$ cat config.mk
export PLATFORM = sky130hd
export DESIGN_NAME = negate_arbiter
export DESIGN_NICKNAME = d
export VERILOG_FILES = /design/src/rtl/negate_arbiter.sv
export SDC_FILE = /design/constraint.sdc
export NUM_CORES = 1
export LEC_CHECK = 0
export BUFFER_PORTS_ARGS = -buffer_cell sky130_fd_sc_hd__buf_2
export CAP_MARGIN = 20
export CORE_ASPECT_RATIO = 1.75
export CORE_MARGIN = 2
export CORE_UTILIZATION = 48
export DETAILED_ROUTE_END_ITERATION = 10
export PLACE_DENSITY_LB_ADDON = 0.25
export SKIP_CTS_REPAIR_TIMING = 1
export SYNTH_ARGS = -nofsm -noshare
export SYNTH_HDL_FRONTEND = slang
export SYNTH_SLANG_ARGS = --single-unit
$ cat constraint.sdc
create_clock -name clk -period 3.3 [get_ports clk]
set_clock_uncertainty 0.2 [all_clocks]
set_input_delay 0.66 -clock clk [delete_from_list [all_inputs] [get_ports clk]]
set_output_delay 0.66 -clock clk [all_outputs]
set_load 0.01 [all_outputs]
$ cat src/rtl/negate_arbiter.sv
// negate_arbiter: round-robin shared conditional-negate datapath with registered tagged result and overflow counters
module negate_arbiter #(
  parameter int CNT_W = 4
) (
  input  logic             clk,
  input  logic             rst,
  input  logic             req0_valid,
  input  logic [7:0]       req0_a,
  input  logic             req0_sign,
  output logic             req0_ready,
  input  logic             req1_valid,
  input  logic [7:0]       req1_a,
  input  logic             req1_sign,
  output logic             req1_ready,
  output logic             res_valid,
  input  logic             res_ready,
  output logic [7:0]       res_d,
  output logic             res_ovfl,
  output logic             res_id,
  input  logic             cnt_clr,
  output logic [CNT_W-1:0] ovfl_cnt0,
  output logic [CNT_W-1:0] ovfl_cnt1
);
  localparam logic [CNT_W-1:0] CNT_MAX = '1;
  logic             r_last;
  logic             r_res_valid;
  logic [7:0]       r_res_d;
  logic             r_res_ovfl;
  logic             r_res_id;
  logic [CNT_W-1:0] r_cnt0;
  logic [CNT_W-1:0] r_cnt1;
  logic             w_can_acc;
  logic             w_grant;
  logic             w_issue;
  logic [7:0]       w_a;
  logic             w_sign;
  logic [7:0]       w_d;
  logic             w_ovfl;
  // Grant defaults to requester 0 when idle so its ready is visible before valid.
  always_comb begin
    w_can_acc = ~r_res_valid | res_ready;
    w_grant   = (req0_valid & req1_valid) ? ~r_last : req1_valid;
    w_issue   = w_can_acc & (w_grant ? req1_valid : req0_valid);
    w_a       = w_grant ? req1_a : req0_a;
    w_sign    = w_grant ? req1_sign : req0_sign;
    w_d       = w_sign ? (~w_a + 8'd1) : w_a;
    w_ovfl    = w_sign & (w_a == 8'h80);
  end
  assign req0_ready = w_can_acc & ~w_grant;
  assign req1_ready = w_can_acc & w_grant;
  always_ff @(posedge clk) begin
    if (rst) begin
      r_last      <= 1'b1;
      r_res_valid <= 1'b0;
      r_res_d     <= 8'h00;
      r_res_ovfl  <= 1'b0;
      r_res_id    <= 1'b0;
    end else if (w_issue) begin
      r_last      <= w_grant;
      r_res_valid <= 1'b1;
      r_res_d     <= w_d;
      r_res_ovfl  <= w_ovfl;
      r_res_id    <= w_grant;
    end else if (res_ready) begin
      r_res_valid <= 1'b0;
    end
  end
  always_ff @(posedge clk) begin
    if (rst || cnt_clr) begin
      r_cnt0 <= '0;
      r_cnt1 <= '0;
    end else if (w_issue && w_ovfl) begin
      if (!w_grant && r_cnt0 != CNT_MAX) r_cnt0 <= r_cnt0 + 1'b1;
      if (w_grant && r_cnt1 != CNT_MAX) r_cnt1 <= r_cnt1 + 1'b1;
    end
  end
  assign res_valid = r_res_valid;
  assign res_d     = r_res_d;
  assign res_ovfl  = r_res_ovfl;
  assign res_id    = r_res_id;
  assign ovfl_cnt0 = r_cnt0;
  assign ovfl_cnt1 = r_cnt1;
endmodule

==> flow_summary.html <==
<table>
<tr><th>Metric</th><th>Value</th></tr>
<tr><th colspan="2">Power</th></tr>
<tr><td>Power Density</td><td>390 nW/um2</td></tr>
<tr><td>Switching pwr</td><td>0.000169 W</td></tr>
<tr><td>Comb pwr share</td><td>22.7%</td></tr>
<tr><td>Leakage power total</td><td>0.695 nW</td></tr>
<tr><td>Clk network pwr share</td><td>32.7%</td></tr>
<tr><td>Maximum vdd drop</td><td>0.283 mV</td></tr>
<tr><td>Switching fraction of total power</td><td>28.8%</td></tr>
<tr><td>Internal power summed over all cells</td><td>0.000418 W</td></tr>
<tr><td>Power, Total</td><td>0.000587 W</td></tr>
<tr><td>Flop pwr share</td><td>44.6%</td></tr>
<tr><th colspan="2">Synth</th></tr>
<tr><td>Complex-gate fraction of the synthesized area</td><td>14.5%</td></tr>
<tr><td>Adder and majority gate portion of the synthesized area</td><td>3.13%</td></tr>
<tr><td>Most repeated cell in the gate-level netlist after synthesis</td><td>sky130_fd_sc_hd__dfxtp_1</td></tr>
<tr><td>Syn_area_per_cell</td><td>8.70 um2</td></tr>
<tr><td>Nets in the synthesized netlist</td><td>165</td></tr>
<tr><td>Post-synth EDFFs</td><td>0</td></tr>
<tr><td>Ranking of synthesized cells by area</td><td>sky130_fd_sc_hd__dfxtp_1 (33%), sky130_fd_sc_hd__mux2i_1 (9.2%), sky130_fd_sc_hd__nor2_1 (5.3%)</td></tr>
<tr><td>Post-synthesis share of cell area spent on and, or, nand and nor gates</td><td>28.1%</td></tr>
<tr><td>Number of different library cells in the post-synthesis netlist</td><td>38</td></tr>
<tr><td>Primary FF master, synth</td><td>sky130_fd_sc_hd__dfxtp_1</td></tr>
<tr><td>Mux contribution to synthesized area</td><td>11.0%</td></tr>
<tr><td>Largest family of logic cells by synthesized area</td><td>simple AND/OR/NAND/NOR gates</td></tr>
<tr><td>List of most frequent post-synthesis cells</td><td>sky130_fd_sc_hd__dfxtp_1 (20), sky130_fd_sc_hd__nor2_1 (17), sky130_fd_sc_hd__mux2i_1 (11)</td></tr>
<tr><td>Register area share after synthesis</td><td>33.3%</td></tr>
<tr><td>Area share of the leading cell type in the synthesized netlist</td><td>33.3%</td></tr>
<tr><td>Cell taking the most area after synthesis</td><td>sky130_fd_sc_hd__dfxtp_1</td></tr>
<tr><td>Yosys warns</td><td>0</td></tr>
<tr><td>Xor and xnor fraction of the mapped netlist area</td><td>7.29%</td></tr>
<tr><td>Netlist area before placement</td><td>1200 um2</td></tr>
<tr><td>#FFs+latches synth</td><td>20</td></tr>
<tr><td>Share of async-settable or async-resettable flops after synthesis</td><td>0%</td></tr>
<tr><td>Mapped Cells</td><td>138</td></tr>
<tr><th colspan="2">Floorplanning</th></tr>
<tr><td>Floorplan die area</td><td>2930 um2</td></tr>
<tr><td>Initial standard-cell utilization of the core</td><td>49.4%</td></tr>
<tr><td>Die W</td><td>41.8 um</td></tr>
<tr><td>Die span in y</td><td>70.2 um</td></tr>
<tr><td>Top-level I/O count</td><td>45</td></tr>
<tr><td>Core box area</td><td>2430 um2</td></tr>
<tr><td>Number of standard-cell rows in the floorplan</td><td>24</td></tr>
<tr><th colspan="2">CTS</th></tr>
<tr><td>Clock network latency to the later pin of the worst-skew pair</td><td>0.27 ns</td></tr>
<tr><td>Root buf cell</td><td>sky130_fd_sc_hd__clkbuf_8</td></tr>
<tr><td>Clk buf depth</td><td>2</td></tr>
<tr><td>Clock transition at the registers of the reported paths</td><td>0.07 ns</td></tr>
<tr><td>Number of levels the H-tree was split into</td><td>1</td></tr>
<tr><td>Clock buffer count from CTS</td><td>3</td></tr>
<tr><td>Clock Sink Count</td><td>20</td></tr>
<tr><td>CTS tree</td><td>done</td></tr>
<tr><th colspan="2">Timing</th></tr>
<tr><td>Worst slew slack as a fraction of its limit</td><td>69.8%</td></tr>
<tr><td>Tcrit/Tclk final</td><td>78.1%</td></tr>
<tr><td>Worst-margin pin slew</td><td>0.449 ns</td></tr>
<tr><td>Unrepaired setup endpoints after global routing</td><td>false</td></tr>
<tr><td>Final Max Slew Viols</td><td>0</td></tr>
<tr><td>Highest clock rate</td><td>388 MHz</td></tr>
<tr><td>Final-report hold violation count</td><td>0</td></tr>
<tr><td>Smallest setup slack after layout</td><td>0.724 ns</td></tr>
<tr><td>Hold slack final</td><td>0.254 ns</td></tr>
<tr><td>Setup TNS Final</td><td>0 ns</td></tr>
<tr><td>Count of endpoints failing setup in the final report</td><td>0</td></tr>
<tr><td>Post-layout minimum cycle time</td><td>2.58 ns</td></tr>
<tr><th colspan="2">Route</th></tr>
<tr><td>Number of detailed-routing iterations run before antenna repair</td><td>5</td></tr>
<tr><td>Final antenna-violating net count</td><td>0</td></tr>
<tr><td>Number of remaining DRC errors</td><td>0</td></tr>
<tr><td>Ratio of routed vias to standard cells</td><td>5.85</td></tr>
<tr><td>Wirelength per Cell</td><td>15.8 um</td></tr>
<tr><td>Vias post-DR</td><td>1228</td></tr>
<tr><td>Routed WL</td><td>3.31 mm</td></tr>
<tr><td>Drt first-iter violations</td><td>24</td></tr>
<tr><th colspan="2">Critical path</th></tr>
<tr><td>Largest delay contributor family on the critical path</td><td>simple AND/OR/NAND/NOR gates</td></tr>
<tr><td>Type of element capturing the critical path</td><td>register</td></tr>
<tr><td>Critical Path RT</td><td>3.26 ns</td></tr>
<tr><td>CP Max Fanout</td><td>4</td></tr>
<tr><td>Combined buffer and inverter count along the critical path</td><td>2</td></tr>
<tr><td>FF-to-FF Start</td><td>r_last$_SDFFE_PP1P_</td></tr>
<tr><td>Startpoint-to-endpoint class of the critical path</td><td>in2reg</td></tr>
<tr><td>Slowest Stage Delay on Critical Path</td><td>0.45 ns</td></tr>
<tr><td>Crit-path cells</td><td>buf_2 -&gt; a21bo_1 -&gt; mux2i_1 -&gt; ha_1 -&gt; inv_1 -&gt; nor4_1 -&gt; and2_1 -&gt; mux2i_1 -&gt; nor2_1</td></tr>
<tr><td>Crit path launch</td><td>req1_valid</td></tr>
<tr><td>Highest-delay cell along the critical path</td><td>sky130_fd_sc_hd__nor4_1</td></tr>
<tr><td>Most frequent CP cell</td><td>sky130_fd_sc_hd__mux2i_1</td></tr>
<tr><td>Setup crit start kind</td><td>input pin</td></tr>
<tr><td>Arrival time worst endpoint</td><td>2.54 ns</td></tr>
<tr><th colspan="2">Global routing</th></tr>
<tr><td>Overflow left after global routing</td><td>0</td></tr>
<tr><td>Antenna violations before repair</td><td>0</td></tr>
<tr><td>Number of global-route vias before repair</td><td>1326</td></tr>
<tr><td>Wire length of the first global-routing pass</td><td>5.47 mm</td></tr>
<tr><td>Pin count of the biggest net entering global routing</td><td>18</td></tr>
<tr><td>All-Layer GR Usage</td><td>23.6%</td></tr>
<tr><th colspan="2">Place</th></tr>
<tr><td>Port-buffer cells</td><td>44</td></tr>
<tr><td>Final Wtd Congestion</td><td>0.878</td></tr>
<tr><td>Detailed-placement wirelength estimate</td><td>2.72 mm</td></tr>
<tr><td>Setup Slack @ Placement</td><td>0.456 ns</td></tr>
<tr><th colspan="2">Final layout</th></tr>
<tr><td>Final standard cell utilization of the core</td><td>61.8%</td></tr>
<tr><td>Share of layout cells above drive strength 1</td><td>33.7%</td></tr>
<tr><td>ANT cells</td><td>0</td></tr>
<tr><td>Final-layout fill cell count</td><td>222</td></tr>
<tr><td>Layout Nets</td><td>212</td></tr>
<tr><td>Area of the multi-input gates</td><td>769 um2</td></tr>
<tr><td>Area taken by flip-flops and latches</td><td>400 um2</td></tr>
<tr><td>Area Growth Syn to Fin</td><td>25.2%</td></tr>
<tr><th colspan="2">Worst hold path</th></tr>
<tr><td>Type of the most critical hold path</td><td>reg2reg</td></tr>
<tr><td>Origin of the worst min-delay path</td><td>res_d[7]$_SDFFE_PP0P_</td></tr>
<tr><th colspan="2">Status</th></tr>
<tr><td>Result of the run</td><td>finished, final reports clean</td></tr>
<tr><th colspan="2">Job</th></tr>
<tr><td>Max-cap violations</td><td>0</td></tr>
</table>
==> tightest hold or removal path: stages, from the launching register on <==
cell	delay [ns]
sky130_fd_sc_hd__dfxtp_1	0.31
sky130_fd_sc_hd__nand2_1	0.05
sky130_fd_sc_hd__a21oi_1	0.05
==> area by class of cell <==
type                    count  area share, %
multi-input cells         112           51.2
well taps                  26           2.16
clock buffers               4           3.66
repair buffers             47           16.1
inverters                   1          0.250
flip-flops and latches     20           26.6
==> layer usage <==
metal  up-vias  global-route usage (%)  routed length, um  part of all wire, %
met3        20                    2.84                163                  4.9
met2        49                    45.1               1770                   53
li1        596                       -                  -                    -
met4         0                    16.1                198                  6.0
met5         -                       0                  0                    0
met1       563                    21.8               1180                   36
==> registers in the layout, indices dropped and copies added (netlist names) <==
name,count
res_ovfl,1
ovfl_cnt0,4
ovfl_cnt1,4
res_d,8
res_id,1
res_valid,1
r_last,1
==> power groups by stage <==
stage               combinational [W]  sequential (W)  clock [W]
global route                 0.000146        0.000263   0.000202
finish                       0.000133        0.000261   0.000192
CTS                          0.000133        0.000262   0.000193
global placement             0.000128        0.000266          0
detailed placement           0.000132        0.000268          0
floorplan                   0.0000721        0.000273          0
==> final timing paths <==
kind	end	slack [ns]	cells past startpoint
worst max-delay path	ovfl_cnt1[1]$_SDFFE_PP0P_	0.72	9
worst min-delay path	res_d[7]$_SDFFE_PP0P_	0.25	2
worst max register to register	ovfl_cnt1[1]$_SDFFE_PP0P_	0.92	8
worst min register to register	res_d[7]$_SDFFE_PP0P_	0.25	2
==> logic make-up after synthesis <==
family | after synthesis
AO/OA/AOI/OAI | 25
XOR/XNOR | 10
adder cells (fa/ha/maj) | 3
buffers and inverters | 6
flip-flops | 20
multiplexers | 12
AND/OR/NAND/NOR | 62
==> layout by cell type, fill, tap and decap left out, types with 2 or more instances in the layout <==
cell / n
sky130_fd_sc_hd__o211ai_1: 2
sky130_fd_sc_hd__clkbuf_8: 4
sky130_fd_sc_hd__nor2_1: 17
sky130_fd_sc_hd__o31ai_1: 5
sky130_fd_sc_hd__buf_4: 3
sky130_fd_sc_hd__or2_2: 5
sky130_fd_sc_hd__and3_1: 5
sky130_fd_sc_hd__buf_2: 44
sky130_fd_sc_hd__dfxtp_1: 20
sky130_fd_sc_hd__xnor2_1: 4
sky130_fd_sc_hd__or4_4: 2
sky130_fd_sc_hd__nor4_1: 3
sky130_fd_sc_hd__a211oi_1: 2
sky130_fd_sc_hd__nand3_1: 7
sky130_fd_sc_hd__mux2i_1: 11
sky130_fd_sc_hd__ha_1: 3
sky130_fd_sc_hd__nand3b_1: 3
sky130_fd_sc_hd__xor2_1: 6
sky130_fd_sc_hd__a21oi_1: 8
sky130_fd_sc_hd__nor3_2: 2
sky130_fd_sc_hd__nand2_1: 9
sky130_fd_sc_hd__nand4_1: 2
sky130_fd_sc_hd__or4_1: 3
==> metrics by stage <==
step | instance area, um2 | cells
2_1_floorplan | 1200 | 138
3_3_place_gp | 1450 | 206
3_5_place_dp | 1450 | 206
4_1_cts | 1500 | 210
5_1_grt | 1500 | 210
6_report | 1500 | 210
No activity file was read; power rests on OpenSTA's default activity.
